**config.mk**
```make
export PLATFORM = sky130hd
export DESIGN_NAME = lsu_store_align
export DESIGN_NICKNAME = d
export VERILOG_FILES = /design/src/rtl/lsu_store_align.sv
export SDC_FILE = /design/constraint.sdc
export NUM_CORES = 1
export LEC_CHECK = 0
export CORE_MARGIN = 2
export CORE_UTILIZATION = 50
export CTS_CLUSTER_SIZE = 20
export DETAILED_ROUTE_END_ITERATION = 8
export HOLD_SLACK_MARGIN = 0.08
export PLACE_DENSITY_LB_ADDON = 0.3
export SLEW_MARGIN = 40
export SYNTH_ARGS = -nofsm -noshare
export SYNTH_HDL_FRONTEND = slang
export SYNTH_SLANG_ARGS = --single-unit
```
**constraint.sdc**
```tcl
create_clock -name i_clk -period 2.1 [get_ports i_clk]
set_input_delay 0.42 -clock i_clk [delete_from_list [all_inputs] [get_ports i_clk]]
set_output_delay 0.42 -clock i_clk [all_outputs]
set_load 0.01 [all_outputs]
```
**src/rtl/lsu_store_align.sv**
```systemverilog
// Store-path byte-lane decoder: places right-justified store data onto the addressed
// byte lanes, flags misaligned/illegal accesses, and counts misaligned results sent downstream.
module lsu_store_align #(
    parameter  int DATA_W = 32,
    parameter  int CNT_W  = 8,
    localparam int NB     = DATA_W / 8,
    localparam int OFS_W  = $clog2(NB)
) (
    input  logic              i_clk,
    input  logic              i_rst,
    input  logic              i_valid,
    output logic              o_ready,
    input  logic [OFS_W-1:0]  i_addr,
    input  logic [1:0]        i_size,
    input  logic [DATA_W-1:0] i_wdata,
    output logic              o_valid,
    input  logic              i_ready,
    output logic [NB-1:0]     o_bmask,
    output logic [DATA_W-1:0] o_wdata,
    output logic              o_misalign,
    output logic [CNT_W-1:0]  o_mis_cnt
);

    logic [NB-1:0]     sizeMask;
    logic [OFS_W-1:0]  ofsMask;
    logic [DATA_W-1:0] laneMask;
    logic [OFS_W+2:0]  shiftAmt;
    logic              illegal;
    logic              misalign_d;
    logic [NB-1:0]     bmask_d;
    logic [DATA_W-1:0] wdata_d;
    logic [CNT_W-1:0]  cnt_d;

    logic              valid_q;
    logic              misalign_q;
    logic [NB-1:0]     bmask_q;
    logic [DATA_W-1:0] wdata_q;
    logic [CNT_W-1:0]  cnt_q;

    logic              accept;
    logic              xfer;

    // The offset mask holds the address bits that must be zero for a naturally aligned access.
    always_comb begin
        sizeMask = '0;
        ofsMask  = '0;
        case (i_size)
            2'b00: begin
                sizeMask = NB'(8'h01);
                ofsMask  = '0;
            end
            2'b01: begin
                sizeMask = NB'(8'h03);
                ofsMask  = OFS_W'(1);
            end
            2'b10: begin
                sizeMask = NB'(8'h0F);
                ofsMask  = OFS_W'(3);
            end
            default: begin
                sizeMask = '1;
                ofsMask  = OFS_W'(7);
            end
        endcase
        illegal    = (DATA_W == 32) && (i_size == 2'b11);
        misalign_d = illegal || ((i_addr & ofsMask) != '0);
    end

    // Bytes beyond the access size are cleared before the shift so unused lanes read zero.
    always_comb begin
        laneMask = '0;
        for (int k = 0; k < NB; k++) begin
            laneMask[8*k +: 8] = {8{sizeMask[k]}};
        end
        shiftAmt = {i_addr, 3'b000};
        bmask_d  = '0;
        wdata_d  = '0;
        if (!misalign_d) begin
            bmask_d = sizeMask << i_addr;
            wdata_d = (i_wdata & laneMask) << shiftAmt;
        end
    end

    assign o_ready = !valid_q | i_ready;
    assign accept  = i_valid & o_ready;
    assign xfer    = valid_q & i_ready;

    // The counter tracks the result leaving the stage, even when a new one arrives the same cycle.
    always_comb begin
        cnt_d = cnt_q;
        if (xfer && misalign_q && (cnt_q != '1)) begin
            cnt_d = cnt_q + CNT_W'(1);
        end
    end

    always_ff @(posedge i_clk or posedge i_rst) begin
        if (i_rst) begin
            valid_q    <= 1'b0;
            misalign_q <= 1'b0;
            bmask_q    <= '0;
            wdata_q    <= '0;
            cnt_q      <= '0;
        end else begin
            if (accept) begin
                valid_q    <= 1'b1;
                misalign_q <= misalign_d;
                bmask_q    <= bmask_d;
                wdata_q    <= wdata_d;
            end else if (xfer) begin
                valid_q <= 1'b0;
            end
            cnt_q <= cnt_d;
        end
    end

    assign o_valid    = valid_q;
    assign o_bmask    = bmask_q;
    assign o_wdata    = wdata_q;
    assign o_misalign = misalign_q;
    assign o_mis_cnt  = cnt_q;

endmodule

```
==> metrics <==
Crit Reg-Reg Endpoint o_mis_cnt[1]; total power 2.53 mW; minimum clock period after layout 2.04 ns; Worst Skew 0.00659 ns; total gr overflow 0; setup violators final 0; CP max FO 3; critical path class in2out; Net Count, Synth 300; top_reg_cell synth dfrtp_1; Worst-Skew Late Latency 0.30 ns; Fmax 490 MHz; initial antenna violation count 0; reg-to-reg slack, setup 0.55 ns; syn avg cell area 10.4 µm²; DR iter-0 viols 178; CTS sink cnt 46; Worst path slowest cell clkdlybuf4s50_1; Flop pwr share 0.432; worst endpoint required time 1.68 ns; Final ANT Viol Nets 0; CTS tree yes; P_int 1.77 mW; Ant. Diodes 0; Vias 2499; Final HPWL DP 5.43 mm; Worst Path Arrival 1.62 ns; crit start category input port; cell mode on critical path clkdlybuf4s50_1; Yosys warnings 0; Peak VDD IR 0.360 mV; CTS buffer count 5; top cell type's share of synthesized area 0.428; area leader, netlist dfrtp_1; die area 5990 µm²; Detailed Routing Iterations Pass 1 4; number of cell rows 26; GR Util All Layers 0.262; clock root buffer clkbuf_8; CP cell instances clkdlybuf4s50_1, nor2b_4, inv_2, clkdlybuf4s50_1; H-tree Lvls 2; power share of the combinational group 0.309; pin count of the biggest net entering global routing 47; Syn Std Cell Area 2690 µm²; final setup TNS 0 ns; unrepaired setup endpoints after global routing false; GP Congestion 0.806; drt wl/cell 17.8 µm; Core Footprint 5140 µm²; Cell variety after synth 46; reg2reg path depth 4; fin cells 419; CP endpoint o_ready; crit path capture type output pin; routed wire length 7.46 mm; # Post-CTS Setup Buffers 0; crit-path max cell delay 0.56 ns; DR DRC count 0; Area growth, synth to finish 41.2%; clk buf depth 2; # IOs 87; Placed Cells 411; CTS hold repair buffers 0; NumNets Final 389; slew margin rel. 0.665; chip height 77.4 µm; proportion of layout cells with a drive suffix above 1 0.149; Clk pwr share 0.258; Net Switching 0.761 mW; DIE WIDTH 77.4 µm; Vias/cell 5.96; Worst-Margin Slew 0.503 ns; power per cell area 666 nW/µm²; post-synthesis async set-or-reset flop share 1.00; number of synthesized flops with an enable pin 0; Area contributors post-synth dfrtp_1 (43%), o21ai_0 (6.5%), o31ai_1 (5.6%); switching power share of the total 0.301; Commonest cells post-synth dfrtp_1 (46), o21ai_0 (35), o31ai_1 (20), nand2_1 (14), nor2b_1 (14); first-pass GRT wire length 12.4 mm; Slew Limit Fails 0; Syn Inst Count 259; final hold viol count 0; count leader, synth dfrtp_1; Yosys reg bits 46; initial core utilization 0.524; Buffers on Ports 86; Pleak 1.60 nW; worst setup path startpoint i_ready; Worst Hold Class in2async; reg2reg start o_mis_cnt[0]; CTS clk-pin slew, worst paths 0.09 ns; number of global-route vias before repair 2427; status finished, final reports clean; # resized after CTS 0; max_cap viols 0; fin crit share 0.971; register area share after synthesis 0.428
## per-stage QoR
step,cell area (µm²),util,setup slack (ns),hold WS (ns)
after floorplan,2690,-,0.592,0.518
after global placement,3690,0.719,0.0668,0.467
after detailed placement,3690,0.719,0.0293,0.471
after CTS,3800,0.740,0.0500,0.483
after global routing,3800,0.740,0.0215,0.496
final,3800,0.740,0.0606,0.469
## layout by cell type, fill, tap and decap left out, types with 2 or more instances in the layout
cell type,n
mux2_2,10
dfrtp_1,46
a21o_1,3
nor2b_1,14
nor3_1,3
o21a_1,8
o41ai_1,8
nor2_1,2
a221oi_1,8
clkinv_2,2
clkbuf_8,5
inv_2,2
buf_12,4
o31ai_1,20
nor4_1,2
o21ai_0,35
nand3_1,3
clkdlybuf4s50_1,85
o211a_1,8
a211o_1,2
mux2i_1,2
nor3_4,2
buf_4,17
nand2_1,14
a211oi_1,8
xor2_1,4
a22o_1,8
o21ai_1,4
## state kept, by name (all words and copies together), names as in the netlist
name	count
o_misalign	1
o_valid	1
o_wdata	32
o_bmask	4
o_mis_cnt	8
## per-layer routing
| metal | share of wire | up-vias | GRT usage |
|---|---|---|---|
| li1 | - | 1175 | - |
| met1 | 0.42 | 1208 | 0.363 |
| met2 | 0.49 | 108 | 0.428 |
| met3 | 0.068 | 8 | 0.0523 |
| met4 | 0.012 | 0 | 0.0571 |
| met5 | 0 | - | 0 |
## power groups by stage
stage                     combinational [mW]  sequential (mW)  clock [mW]
after floorplan                        0.321             1.14           0
after global placement                 0.763             1.11           0
after detailed placement               0.782             1.11           0
after CTS                              0.786             1.09       0.659
after global routing                   0.848             1.11       0.701
final                                  0.783             1.09       0.655
## cell families after synthesis
logic type,after synthesis,synth area share
AOI/OAI and AO/OA,118,0.328
and+or+nand+nor,49,0.115
DFF,46,0.428
buffers and inverters,28,0.0599
muxes,12,0.0493
xor gates and xnor gates,5,0.0163
adders and majority gates,1,0.00465
## worst max-delay path: cells and delay by family
family	cells	cell delay [ns]
buf+inv	3	1.13
simple gates	1	0.07
## area by class of cell
class | count | area [µm²]
Timing Repair Buffer | 107 | 1060
Fill cell | 407 | 1340
Sequential cell | 46 | 1150
Clock inverter | 3 | 40.0
Inverter | 3 | 11.3
Multi-Input combinational cell | 185 | 1380
Tap cell | 70 | 87.6
Clock buffer | 5 | 68.8
## worst min-delay path by stage
stage,to,slack [ns],cells past startpoint
global placement,o_bmask[0],0.47,1
floorplan,o_bmask[0],0.52,1
finish,o_wdata[17],0.47,3
detailed placement,o_bmask[0],0.47,1
global route,o_wdata[22],0.50,3
CTS,o_wdata[20],0.48,3
(Power assumes the default switching activity.)
